File: config.mk
export PLATFORM = sky130hd
export DESIGN_NAME = flash_seq_ctrl
export DESIGN_NICKNAME = d
export VERILOG_FILES = /design/src/rtl/flash_seq_ctrl.sv
export SDC_FILE = /design/constraint.sdc
export NUM_CORES = 1
export LEC_CHECK = 0
export BUFFER_PORTS_ARGS = -buffer_cell sky130_fd_sc_hd__buf_2
export CAP_MARGIN = 20
export CORE_ASPECT_RATIO = 1.2
export CORE_UTILIZATION = 25
export CTS_CLUSTER_SIZE = 8
export DETAILED_ROUTE_END_ITERATION = 12
export GPL_TIMING_DRIVEN = 0
export PLACE_DENSITY = 0.42
export SETUP_SLACK_MARGIN = 0.2
export SYNTH_ARGS = -nofsm -noshare
export SYNTH_HDL_FRONTEND = slang
export SYNTH_SLANG_ARGS = --single-unit
File: constraint.sdc
create_clock -name i_clk -period 6 [get_ports i_clk]
set_input_delay 0.6 -clock i_clk [delete_from_list [all_inputs] [get_ports i_clk]]
set_output_delay 0.6 -clock i_clk [all_outputs]
set_load 0.01 [all_outputs]
File: src/rtl/flash_seq_ctrl.sv
// flash_seq_ctrl
//   Sequences one user flash request (read / page program / sector erase) into
//   the SPI command chain seen by the SPI driver: optional WREN, the main
//   command, then RDSR polling until WIP clears or the poll budget runs out.
//   Program bytes and read bytes are forwarded between user side and driver.
//
// Ports
//   i_clk, i_rst_n        clock, asynchronous active-low reset
//   i_user_*              request (cmd/addr/len/valid) and program byte
//   o_user_ready          high only while idle
//   o_user_wr_req         request for the next program byte
//   o_user_rd_data/valid  read bytes from the flash array
//   o_busy/o_done/o_error status and completion pulses
//   o_spi_op_*            instruction handed to the driver (valid/ready)
//   o_spi_write_*/read_len data-phase configuration for the driver
//   i_spi_*               driver ready, byte request, read byte strobe
module flash_seq_ctrl #(
    parameter int P_POLL_GAP   = 100,
    parameter int P_POLL_MAX   = 4096,
    parameter int P_POLL_CNT_W = 16
) (
    input  logic        i_clk,
    input  logic        i_rst_n,
    input  logic [1:0]  i_user_cmd,
    input  logic [23:0] i_user_addr,
    input  logic [8:0]  i_user_len,
    input  logic        i_user_valid,
    output logic        o_user_ready,
    input  logic [7:0]  i_user_wr_data,
    output logic        o_user_wr_req,
    output logic [7:0]  o_user_rd_data,
    output logic        o_user_rd_valid,
    output logic        o_busy,
    output logic        o_done,
    output logic        o_error,
    output logic [31:0] o_spi_op_data,
    output logic [8:0]  o_spi_op_len,
    output logic [1:0]  o_spi_op_type,
    output logic        o_spi_op_valid,
    input  logic        i_spi_ready,
    output logic [7:0]  o_spi_write_data,
    output logic [8:0]  o_spi_write_len,
    output logic [8:0]  o_spi_read_len,
    input  logic        i_spi_write_req,
    input  logic [7:0]  i_spi_read_data,
    input  logic        i_spi_read_valid
);

    typedef enum logic [3:0] {
        S_IDLE, S_ERR, S_WREN, S_WREN_WAIT, S_CMD, S_CMD_WAIT,
        S_POLL_GAP, S_POLL, S_POLL_WAIT, S_DONE
    } state_t;

    localparam logic [1:0] CMD_READ  = 2'd0;
    localparam logic [1:0] CMD_PROG  = 2'd1;
    localparam logic [1:0] CMD_ERASE = 2'd2;
    localparam logic [1:0] CMD_RSVD  = 2'd3;

    localparam logic [P_POLL_CNT_W-1:0] GAP_LAST  = P_POLL_CNT_W'(P_POLL_GAP - 1);
    localparam logic [P_POLL_CNT_W-1:0] POLL_LAST = P_POLL_CNT_W'(P_POLL_MAX - 1);

    state_t                  state_q, state_d;
    logic [1:0]              cmd_q, cmd_d;
    logic [23:0]             addr_q, addr_d;
    logic [8:0]              len_q, len_d;
    logic                    first_q, first_d;    // first cycle of a _WAIT state
    logic [P_POLL_CNT_W-1:0] gap_cnt_q, gap_cnt_d;
    logic [P_POLL_CNT_W-1:0] poll_cnt_q, poll_cnt_d;
    logic                    wip_q, wip_d;
    logic                    wr_req_q;
    logic [7:0]              rd_data_q;
    logic                    rd_valid_q;

    logic [9:0] page_end;
    logic       reject;
    logic       handshake;
    logic       wait_done;
    logic       wip_now;
    logic       prog_data_phase;

    assign page_end  = {2'b00, i_user_addr[7:0]} + {1'b0, i_user_len};
    assign reject    = (i_user_cmd == CMD_RSVD)
                     | ((i_user_len == 9'd0) & (i_user_cmd != CMD_ERASE))
                     | ((i_user_cmd == CMD_PROG) & (page_end > 10'd256));
    assign handshake = o_spi_op_valid & i_spi_ready;
    // The driver's ready is still high from the handshake cycle, so it only
    // counts as completion from the second _WAIT cycle on.
    assign wait_done = i_spi_ready & ~first_q;
    // A status byte arriving in the completion cycle itself is honoured.
    assign wip_now   = i_spi_read_valid ? i_spi_read_data[0] : wip_q;
    assign prog_data_phase = (state_q == S_CMD_WAIT) & (cmd_q == CMD_PROG);

    always_ff @(posedge i_clk or negedge i_rst_n) begin
        if (!i_rst_n) begin
            state_q    <= S_IDLE;
            cmd_q      <= CMD_READ;
            addr_q     <= '0;
            len_q      <= '0;
            first_q    <= 1'b0;
            gap_cnt_q  <= '0;
            poll_cnt_q <= '0;
            wip_q      <= 1'b0;
            wr_req_q   <= 1'b0;
            rd_data_q  <= '0;
            rd_valid_q <= 1'b0;
        end else begin
            state_q    <= state_d;
            cmd_q      <= cmd_d;
            addr_q     <= addr_d;
            len_q      <= len_d;
            first_q    <= first_d;
            gap_cnt_q  <= gap_cnt_d;
            poll_cnt_q <= poll_cnt_d;
            wip_q      <= wip_d;
            wr_req_q   <= i_spi_write_req & prog_data_phase;
            rd_valid_q <= i_spi_read_valid & (state_q == S_CMD_WAIT) & (cmd_q == CMD_READ);
            if (i_spi_read_valid & (state_q == S_CMD_WAIT) & (cmd_q == CMD_READ)) begin
                rd_data_q <= i_spi_read_data;
            end
        end
    end

    always_comb begin
        state_d    = state_q;
        cmd_d      = cmd_q;
        addr_d     = addr_q;
        len_d      = len_q;
        first_d    = 1'b0;
        gap_cnt_d  = gap_cnt_q;
        poll_cnt_d = poll_cnt_q;
        wip_d      = wip_q;
        case (state_q)
            S_IDLE: begin
                if (i_user_valid) begin
                    cmd_d      = i_user_cmd;
                    addr_d     = i_user_addr;
                    len_d      = i_user_len;
                    poll_cnt_d = '0;
                    wip_d      = 1'b0;
                    if (reject)                        state_d = S_ERR;
                    else if (i_user_cmd == CMD_READ)   state_d = S_CMD;
                    else                               state_d = S_WREN;
                end
            end
            S_WREN: begin
                if (handshake) begin
                    state_d = S_WREN_WAIT;
                    first_d = 1'b1;
                end
            end
            S_WREN_WAIT: begin
                if (wait_done) state_d = S_CMD;
            end
            S_CMD: begin
                if (handshake) begin
                    state_d = S_CMD_WAIT;
                    first_d = 1'b1;
                end
            end
            S_CMD_WAIT: begin
                if (wait_done) begin
                    if (cmd_q == CMD_READ) begin
                        state_d = S_DONE;
                    end else begin
                        state_d   = S_POLL_GAP;
                        gap_cnt_d = '0;
                    end
                end
            end
            S_POLL_GAP: begin
                if (gap_cnt_q == GAP_LAST) state_d = S_POLL;
                else                       gap_cnt_d = gap_cnt_q + 1'b1;
            end
            S_POLL: begin
                if (handshake) begin
                    state_d = S_POLL_WAIT;
                    first_d = 1'b1;
                    // Assume still busy unless the driver returns a status byte.
                    wip_d   = 1'b1;
                end
            end
            S_POLL_WAIT: begin
                if (i_spi_read_valid) wip_d = i_spi_read_data[0];
                if (wait_done) begin
                    if (!wip_now) begin
                        state_d = S_DONE;
                    end else if (poll_cnt_q == POLL_LAST) begin
                        state_d = S_ERR;
                    end else begin
                        poll_cnt_d = poll_cnt_q + 1'b1;
                        gap_cnt_d  = '0;
                        state_d    = S_POLL_GAP;
                    end
                end
            end
            S_ERR, S_DONE: state_d = S_IDLE;
            default:       state_d = S_IDLE;
        endcase
    end

    always_comb begin
        o_spi_op_valid = (state_q == S_WREN) | (state_q == S_CMD) | (state_q == S_POLL);
        o_spi_op_data  = '0;
        o_spi_op_len   = 9'd8;
        o_spi_op_type  = 2'd0;
        case (state_q)
            S_WREN, S_WREN_WAIT: o_spi_op_data = {8'h06, 24'h0};
            S_CMD, S_CMD_WAIT: begin
                o_spi_op_len = 9'd32;
                case (cmd_q)
                    CMD_READ: begin
                        o_spi_op_data = {8'h03, addr_q};
                        o_spi_op_type = 2'd1;
                    end
                    CMD_PROG: begin
                        o_spi_op_data = {8'h02, addr_q};
                        o_spi_op_type = 2'd2;
                    end
                    default:  o_spi_op_data = {8'h20, addr_q};
                endcase
            end
            S_POLL, S_POLL_WAIT: begin
                o_spi_op_data = {8'h05, 24'h0};
                o_spi_op_type = 2'd1;
            end
            default: ;
        endcase
    end

    assign o_user_ready     = (state_q == S_IDLE);
    assign o_busy           = (state_q != S_IDLE);
    assign o_done           = (state_q == S_DONE);
    assign o_error          = (state_q == S_ERR);
    assign o_user_wr_req    = wr_req_q;
    assign o_user_rd_data   = rd_data_q;
    assign o_user_rd_valid  = rd_valid_q;
    assign o_spi_write_data = prog_data_phase ? i_user_wr_data : 8'h00;
    assign o_spi_write_len  = (o_busy & (cmd_q == CMD_PROG)) ? len_q : 9'd0;
    // Status polls read one byte; otherwise only a user read has a read phase.
    assign o_spi_read_len   = ((state_q == S_POLL) | (state_q == S_POLL_WAIT)) ? 9'd1 :
                              (o_busy & (cmd_q == CMD_READ)) ? len_q : 9'd0;

endmodule

# [Word-level counts from Yosys, hierarchy flattened]
# Cells that the tools add are included.
[totals] word_cells=116 out_inout_bits=84 regBits=83
[classes] addsub=3 reduce_logical=17 muxes=41 order_cmp=1 n_eq_ne=27 n_bitwise=16
[ops] op="two-way mux 16 bit" count=10
[ops] op="one-hot mux 30 bit (3 select lines)" count=1
[ops] op="one-hot mux 30 bit (2 select lines)" count=1
[ops] op="one-hot mux 16 bit (3 select lines)" count=1
[ops] op="two-way mux 4 bit" count=10
[ops] op="adder 16 x 1 -> 16 bit, second input constant" count=2
[ops] op="one-hot mux 16 bit (2 select lines)" count=1
[ops] op="one-hot mux 4 bit (8 select lines)" count=1
[ops] op="two-way mux 9 bit" count=3
[ops] op="!= test 2 bit, second input constant" count=13
[ops] op="== test 16 x 12 -> 1 bit, second input constant" count=1
[ops] op="== test 16 x 7 -> 1 bit, second input constant" count=1
[ops] op="== test 4 x 3 -> 1 bit, second input constant" count=4
[ops] op="adder 8 x 9 -> 10 bit" count=1
[ops] op="AND 1 bit" count=10
[ops] op="> comparator 10 x 9 -> 1 bit, second input constant" count=1
[ops] op="zero test 9 bit" count=1
[ops] op="two-way mux 3 bit" count=3
[ops] op="== test 4 x 2 -> 1 bit, second input constant" count=2
[ops] op="== test 4 bit, second input constant" count=2
[ops] op="two-way mux 8 bit" count=1
[ops] op="one-hot mux 2 bit (2 select lines)" count=2
[ops] op="AND reduction 8 bit" count=1
[ops] op="AND reduction 7 bit" count=1
[ops] op="18 further kinds" count=31

# [Longest topological paths before layout]
# Gate-level depths: netlist of the first run.
[depth] depth_word=7 mapped_depth=9

# [Worst setup path after synthesis of the first run]
# No wires, ideal clock.
[synth_path] kind="in2reg" startpoint="input i_user_addr[0]" endpoint="register state_q[0]" setup_time_ps=136 required_time_ps=5864 cell_stages=9 path_slack_ps=3562 arrival_ps=2303 cell_sequence="ha_1 -> inv_1 -> fa_1 -> xnor2_1 -> nor4b_1 -> o21ai_1 -> or3_1 -> o41ai_2 -> o21ai_0"
[synth_via] elab_chain_len=7
[synth_rtl] element="start, declared" line_no="25" text="input logic [23:0] i_user_addr,"
[synth_rtl] element="adder 8 x 9 -> 10 bit" line_no="81" text="assign page_end = {2'b00, i_user_addr[7:0]} + {1'b0, i_user_len};"
[synth_rtl] element="> comparator 10 x 9 -> 1 bit" line_no="84" text="| ((i_user_cmd == CMD_PROG) & (page_end > 10'd256));"
[synth_rtl] element="AND 1 bit" line_no="84"
[synth_rtl] element="bitwise OR 1 bit" line_no="84"
[synth_rtl] element="two-way mux 3 bit" line_no="140" text="if (reject) state_d = S_ERR;"
[synth_rtl] element="two-way mux 4 bit" line_no="134" text="if (i_user_valid) begin"
[synth_rtl] element="one-hot mux 4 bit (8 select lines)" line_no="132" text="case (state_q)"
[synth_rtl] element="end signal, assigned" line_no="107" text="state_q <= state_d;"
[synth_rtl] element="end, declared" line_no="62" text="state_t state_q, state_d;"
# Every way passes these cells. The select of a mux whose other input is x is not followed.
# A chain may end at the register's enable or synchronous reset.

# [Final worst setup path of the first run]
[layout_path] startpoint="register state_q[3]" endpoint="output o_spi_write_data[3]"
[layout_via] elab_chain_len=3
[layout_rtl] element="== test 4 x 3 -> 1 bit" line_no="91" text="assign prog_data_phase = (state_q == S_CMD_WAIT) & (cmd_q == CMD_PROG);"
[layout_rtl] element="AND 1 bit" line_no="91"
[layout_rtl] element="two-way mux 8 bit" line_no="237" text="assign o_spi_write_data = prog_data_phase ? i_user_wr_data : 8'h00;"
[layout_rtl] element="end, declared" line_no="41" text="output logic [7:0] o_spi_write_data,"
# Every way passes these cells.

==> run_results.csv, run 1 <==
group,metric,value,unit
synth,number_of_flops_mapped_to_enable_cells_by_yosys,0,
die,die_width,132,um
placed_design,place_area,6150,um^2
synth,syn_area,5110,um^2
layout,regArea,2080,um^2
sta,fin_crit_sh,51.8,%
clocking,cts.root.buffer_cell,"clkbuf_16",
sta,worst_slew_pin_slew,0.731,ns
grt,grt_remaining_overflow,0,
sta,achievable-frequency,0.321,GHz
synth,muxShareOfSynthArea,1.08,%
placed_design,buffer_ports.inserted,128,
grt,grt_start_max_net_pins,52,
drt,routed-via-count,4823,
worst_setup_path,r2r_end,"state_q[2]$_DFFE_PN0P_",
drt,wirelength,16000,um
die,row_count,56,
power,power_per_cell_area,407,nW/um^2
drt,drc,0,
sta,slew_headroom,51.1,%
synth,syn_inst,608,
worst_setup_path,timing.critical_path.to_type,"output pin",
grt,grtUsageTotal,15.7,%
sta,final.hold.worst_slack,0.205,ns
layout,layout.filler_cells,2151,
worst_setup_path,cp_max_fanout,10,
clocking,cts_num_sinks,83,
die,start_util,25.9,%
worst_setup_path,max_stage_delay,0.44,ns
synth,synth.most_common_cell,"nand2_1",
synth,netlist.top_cell.by_area,"dfrtp_1",
synth,synth_fa_ha_area_share,2.84,%
worst_setup_path,regToRegStartpoint,"gap_cnt_q[0]$_DFFE_PN0P_",
worst_setup_path,worst_path_dominant_cell_family,"simple AND/OR/NAND/NOR gates",
worst_setup_path,critical_path_cell_with_the_highest_stage_delay,"clkbuf_1",
synth,ys_ff_latch,83,
sta,timing.clock.skew,0.00951,ns
synth,synth_common_cells,"nand2_1, dfrtp_1, and2_1",
layout,fin_area,6460,um^2
sta,worst_slack,2.89,ns
placed_design,place.detailed.hpwl,12200,um
synth,seq_total_area_yosys,40.7,%
worst_setup_path,critical_path_buf_inv_count,3,
synth,synthTopCellsByArea,"dfrtp_1, nand2_1, and2_1",
worst_setup_path,worstSetupPathType,"reg2out",
drt,vias_per_cell,4.71,
clocking,tritoncts,"done",
synth,synth_area_per_cell,8.40,um^2
placed_design,routability_cong,0.844,
die,die_h,159,um
layout,antenna_cells,0,
sta,setup_viol,0,
layout,area_of_combinational_cells_with_multiple_inputs,2790,um^2
die,core_region_area,19800,um^2
synth,area_fraction_in_compound_gates_after_synthesis,16.9,%
clocking,cts_max_path_buffers,2,
worst_setup_path,rrSetupSlack,3.76,ns
drt,post_drt_wl_per_cell,15.6,um
sta,unrepaired_setup_endpoints_after_global_routing,"no",
synth,yosys.area_share.xor_xnor,2.40,%
synth,synth_top_family_by_area,"simple AND/OR/NAND/NOR gates",
drt,drt_pass1_iterations,5,
grt,number_of_global_route_vias_before_repair,4755,
worst_setup_path,timing.critical_path.cells,"buf_6 > nand2b_2 > nor2_1 > clkbuf_1 > nand2_1 > nor2_1 > and2_1 > buf_2",
clocking,ctsResizeCount,0,
worst_setup_path,rr_worst_depth,7,
sta,fin_tns_setup,0,ns
worst_setup_path,critical_path_source,"state_q[3]$_DFFE_PN0P_",
grt,grt_antenna_before_repair,0,
synth,ys.warnings.count,0,
power,leakage,3.30,nW
layout,final_layout_size_suffix_gt1_share,26.4,%
clocking,cts_setup_buffers,0,
synth,post_synth_and_or_nand_nor_area_fraction,30.6,%
outcome,run_status,"finished clean",
synth,synth.distinct_cells,78,
die,num_io_pins,141,
synth,synth.top_cell.area_share,40.7,%
power,vdd.ir_drop.worst,155,uV
worst_setup_path,crit_top_cell,"nor2_1",
run,maxCapViolations,0,
worst_setup_path,worstSetupStartpointType,"flip-flop",
layout,finalNetCount,827,
die,floorplan.die_area,21000,um^2
worst_setup_path,crit_path_required_time,5.40,ns
placed_design,detailedPlace.worstSlack,3.18,ns
clocking,worst_skew_pair.late_latency,0.35,ns
worst_setup_path,critPathArrivalTime,2.51,ns
grt,grt_first_pass_wirelength,25700,um
drt,drt-initial-drc-count,285,
layout,layout-area-overhead-vs-synth,26.5,%
sta,finalHoldViolCount,0,
clocking,cts_max_level,3,
clocking,numCtsBuffers,9,
worst_hold_path,holdCritPathClass,"in2async",
drt,ant_nets,0,
clocking,cts.reportedPaths.clkPinSlew,0.07,ns
sta,minimum_period_implied_by_the_final_worst_setup_slack,3.11,ns
synth,postSynth.topFlopCell,"dfrtp_1",
sta,maxSlewViolCount,0,
synth,synth_async_reset_ratio,100,%
clocking,cts-hold-fix-buffers,0,
==> stage by stage <==
stage,power (mW),utilization (%),std cells
2_1_floorplan,1.62,-,618
6_report,2.63,32.7,1025
3_5_place_dp,2.06,31.1,1009
4_1_cts,2.67,32.7,1025
3_3_place_gp,2.05,30.9,1007
5_1_grt,2.84,32.7,1025
==> registers in the layout, summed over array words and instances (netlist names) <==
name / flops
cmd_q: 2
o_user_rd_data: 8
wip_q: 1
len_q: 9
gap_cnt_q: 16
addr_q: 24
o_user_wr_req: 1
o_user_rd_valid: 1
state_q: 4
first_q: 1
poll_cnt_q: 16
==> layer usage <==
| layer | vias up | GRT usage [%] | part of all wire (%) |
|---|---|---|---|
| li1 | 2364 | - | - |
| met1 | 2314 | 20.0 | 45 |
| met2 | 132 | 26.6 | 49 |
| met3 | 13 | 2.67 | 4.4 |
| met4 | 0 | 5.75 | 1.4 |
| met5 | - | 0 | 0 |
==> logic make-up (layout without fill, tap and decap cells) <==
family,count (synthesis),in the layout
AOI/OAI and AO/OA,123,123
xor gates and xnor gates,14,14
adders and majority gates,11,11
buffers and inverters,51,197
DFF,83,83
muxes,5,5
other,1,11
and+or+nand+nor,320,320
==> cells in the final DEF, fill, tap and decap left out, types with 9 or more instances in the layout <==
master,n
buf_4,15
dfrtp_1,83
ha_1,10
o21ai_0,33
and3_1,10
and2_1,53
o21ai_1,15
nor2_1,44
nand2_1,151
inv_1,12
buf_2,136
xor2_1,12
a21oi_1,15
clkbuf_1,10
clkbuf_16,9
conb_1,11
==> cell type report <==
type / instances / share of cell area (%)
Buffer: 37 / 3.49
Clock buffer: 10 / 3.70
Clock inverter: 6 / 1.10
Inverter: 14 / 0.813
Multi-Input combinational cell: 484 / 43.2
Sequential cell: 83 / 32.1
Tap cell: 261 / 5.05
Timing Repair Buffer: 130 / 10.5
==> where the power goes <==
part / internal (mW) / switching, mW / total [mW] / leakage, nW
sequential: 0.759 / 0.158 / 0.917 / 1.09
clock: 0.338 / 0.249 / 0.586 / 0.146
combinational: 0.433 / 0.693 / 1.13 / 2.06
==> how the worst max path moves through the flow <==
stage | end | slack (ns) | cells after the start
finish | o_spi_write_data[3] | 2.89 | 8
global route | o_spi_write_data[5] | 2.65 | 8
CTS | o_spi_write_data[3] | 2.79 | 8
detailed placement | o_spi_write_data[3] | 3.18 | 8
global placement | o_spi_read_len[3] | 3.13 | 6
floorplan | state_q[0]$_DFFE_PN0P_ | 3.56 | 9
Note: power is estimated with default switching activity, not from simulation.
==> run 2, diff against run 1 <==
- PLACE_DENSITY: 0.42 -> 0.44
- clock period: 6 -> 2.78 ns (I/O delays scaled with it)
==> run 2 against run 1 <==
Register-to-register slack got worse by 3.2 ns. Via count decreased by 2.3%. Count of clock-buffer cells in the layout decreased by 1. Largest power group unchanged. First-iteration DRC count decreased by 20%. Flip-flop and latch count unchanged. Non-clock buffer count increased by 1.
==> run_results.csv, run 2 (synthesis gave the netlist of run 1 again) <==
group,metric,value,unit
outcome,run_status,"finished clean",
sta,timing.clock.skew,0.0106,ns
power,seq_power_share,35.4,%
sta,fin_crit_sh,90.6,%
power,design_power_total,5.56,mW
sta,achievable-frequency,0.397,GHz
worst_setup_path,crit_top_cell,"buf_2",
die,num_io_pins,141,
clocking,worst_skew_pair.late_latency,0.35,ns
worst_setup_path,rr_worst_depth,7,
clocking,cts.reportedPaths.clkPinSlew,0.07,ns
drt,wirelength,15700,um
placed_design,routability_cong,0.785,
grt,grt_first_pass_wirelength,25500,um
worst_setup_path,critical_path_buf_inv_count,3,
power,part_of_the_power_in_combinational_logic,44.0,%
clocking,tritoncts,"done",
sta,final.hold.worst_slack,0.118,ns
layout,most-common-layout-cells,"nand2_1, buf_2, dfrtp_1",
layout,finalNetCount,828,
grt,number_of_global_route_vias_before_repair,4624,
clocking,cts_max_path_buffers,2,
run,maxCapViolations,0,
worst_hold_path,hold_path.startpoint,"i_user_addr[20]",
drt,drt_pass1_iterations,4,
grt,grtUsageTotal,15.6,%
sta,minimum_period_implied_by_the_final_worst_setup_slack,2.52,ns
layout,non_filler_cells_in_the_finished_layout,1026,
worst_setup_path,cp_max_fanout,10,
grt,grt_antenna_before_repair,0,
power,leakage,3.29,nW
power,power_report.internal_total,3.20,mW
worst_hold_path,min_delay_path_depth,3,
worst_setup_path,critical_path_cell_with_the_highest_stage_delay,"dfrtp_1",
drt,routed-via-count,4711,
die,die_h,159,um
sta,setup_viol,0,
placed_design,place.detailed.hpwl,11900,um
clocking,numCtsBuffers,9,
clocking,cts_max_level,3,
power,power_per_cell_area,860,nW/um^2
clocking,cts_setup_buffers,0,
worst_setup_path,regToRegStartpoint,"gap_cnt_q[0]$_DFFE_PN0P_",
worst_setup_path,worstSetupPathType,"reg2out",
worst_setup_path,crit_path_required_time,2.50,ns
layout,finish.utilization,32.7,%
worst_setup_path,max_stage_delay,0.46,ns
die,core_region_area,19800,um^2
clocking,cts_num_sinks,83,
die,floorplan.die_area,21000,um^2
sta,unrepaired_setup_endpoints_after_global_routing,"yes",
layout,layout-area-overhead-vs-synth,26.6,%
layout,fin_area,6470,um^2
drt,ant_nets,0,
placed_design,detailedPlace.worstSlack,0.282,ns
die,start_util,25.9,%
worst_setup_path,critical_path_source,"state_q[0]$_DFFE_PN0P_",
grt,grt_start_max_net_pins,53,
worst_setup_path,worstSetupStartpointType,"flip-flop",
layout,largest_register_ff_count,24,
power,vdd.ir_drop.worst,424,uV
grt,grt_remaining_overflow,0,
power,total_switching_power,2.36,mW
worst_hold_path,holdCritPathClass,"in2reg",
die,die_width,132,um
power,switching_share,42.5,%
layout,antenna_cells,0,
sta,worst_slack,0.262,ns
worst_setup_path,r2r_end,"state_q[0]$_DFFE_PN0P_",
drt,drt-initial-drc-count,229,
sta,fin_tns_setup,0,ns
layout,final_common_cell,"nand2_1",
worst_setup_path,timing.critical_path.to_type,"output pin",
worst_setup_path,critPathArrivalTime,2.24,ns
layout,largest_registers,"addr_q: 24 flops, gap_cnt_q: 16 flops, poll_cnt_q: 16 flops",
worst_setup_path,timing.critical_path.cells,"buf_2 > nor2_2 > nand3_2 > buf_2 > o221ai_1 > buf_2",
sta,maxSlewViolCount,0,
die,row_count,56,
sta,worst_slew_pin_slew,0.827,ns
placed_design,dp_cells,1009,
layout,max_flop_register,"addr_q",
drt,post_drt_wl_per_cell,15.3,um
worst_hold_path,hold_critical_path_endpoint,"addr_q[20]$_DFFE_PN0P_",
worst_setup_path,worst_path_dominant_cell_family,"buffers and inverters",
clocking,cts.root.buffer_cell,"clkbuf_16",
drt,vias_per_cell,4.59,
placed_design,buffer_ports.inserted,128,
layout,final_layout_size_suffix_gt1_share,27.3,%
drt,drc,0,
placed_design,place_area,6150,um^2
power,clock_power_share,20.6,%
sta,finalHoldViolCount,0,
worst_setup_path,rrSetupSlack,0.57,ns
sta,slew_headroom,44.4,%
-- run 2: worst register-to-register path, stage by stage, from the launching register on --
cell     delay [ns]
dfrtp_1        0.43
ha_1           0.23
nor4b_2        0.21
nand4_1        0.22
a22o_1         0.35
nor3_2         0.31
mux2i_1        0.23
o21ai_0        0.09
-- run 2: repair_timing --
| action | 4_1_cts | 5_1_grt |
|---|---|---|
| resized for setup | 6 | 6 |
| setup endpoints to repair | 44 | 27 |
| hold endpoints to repair | 31 | 0 |
| hold buffers | 1 | 0 |
-- run 2: worst max-delay path by stage --
stage	to	slack, ns	depth (start not counted)
after global placement	o_spi_read_len[3]	0.21	6
after floorplan	state_q[0]$_DFFE_PN0P_	0.66	9
after detailed placement	o_spi_write_data[7]	0.28	8
after CTS	o_spi_op_data[7]	0.22	7
final	o_spi_read_len[0]	0.26	6
after global routing	o_spi_read_len[0]	0.14	6
-- run 2: power by group through the flow --
stage | Clock, mW | Combinational [mW] | Sequential (mW)
6_report | 1.14 | 2.45 | 1.97
5_1_grt | 1.24 | 2.77 | 2.04
4_1_cts | 1.20 | 2.48 | 1.97
3_5_place_dp | 0 | 2.45 | 1.99
3_3_place_gp | 0 | 2.44 | 2.00
2_1_floorplan | 0 | 1.59 | 1.91
-- run 2: area by class of cell --
cell class                      count  area [um^2]
Tap cell                          261          327
Fill cell                        2165        13300
Timing Repair Buffer              131          688
Inverter                           14         52.6
Multi-Input combinational cell    484         2820
Clock buffer                        9          225
Clock inverter                      7         52.6
Sequential cell                    83         2080
Buffer                             37          231
-- run 2: routing by layer --
| layer | up-vias | track usage, % | wire (um) |
|---|---|---|---|
| met3 | 12 | 2.83 | 556 |
| li1 | 2361 | - | - |
| met1 | 2243 | 20.4 | 7130 |
| met5 | - | 0 | 0 |
| met4 | 0 | 3.89 | 175 |
| met2 | 95 | 26.6 | 7860 |
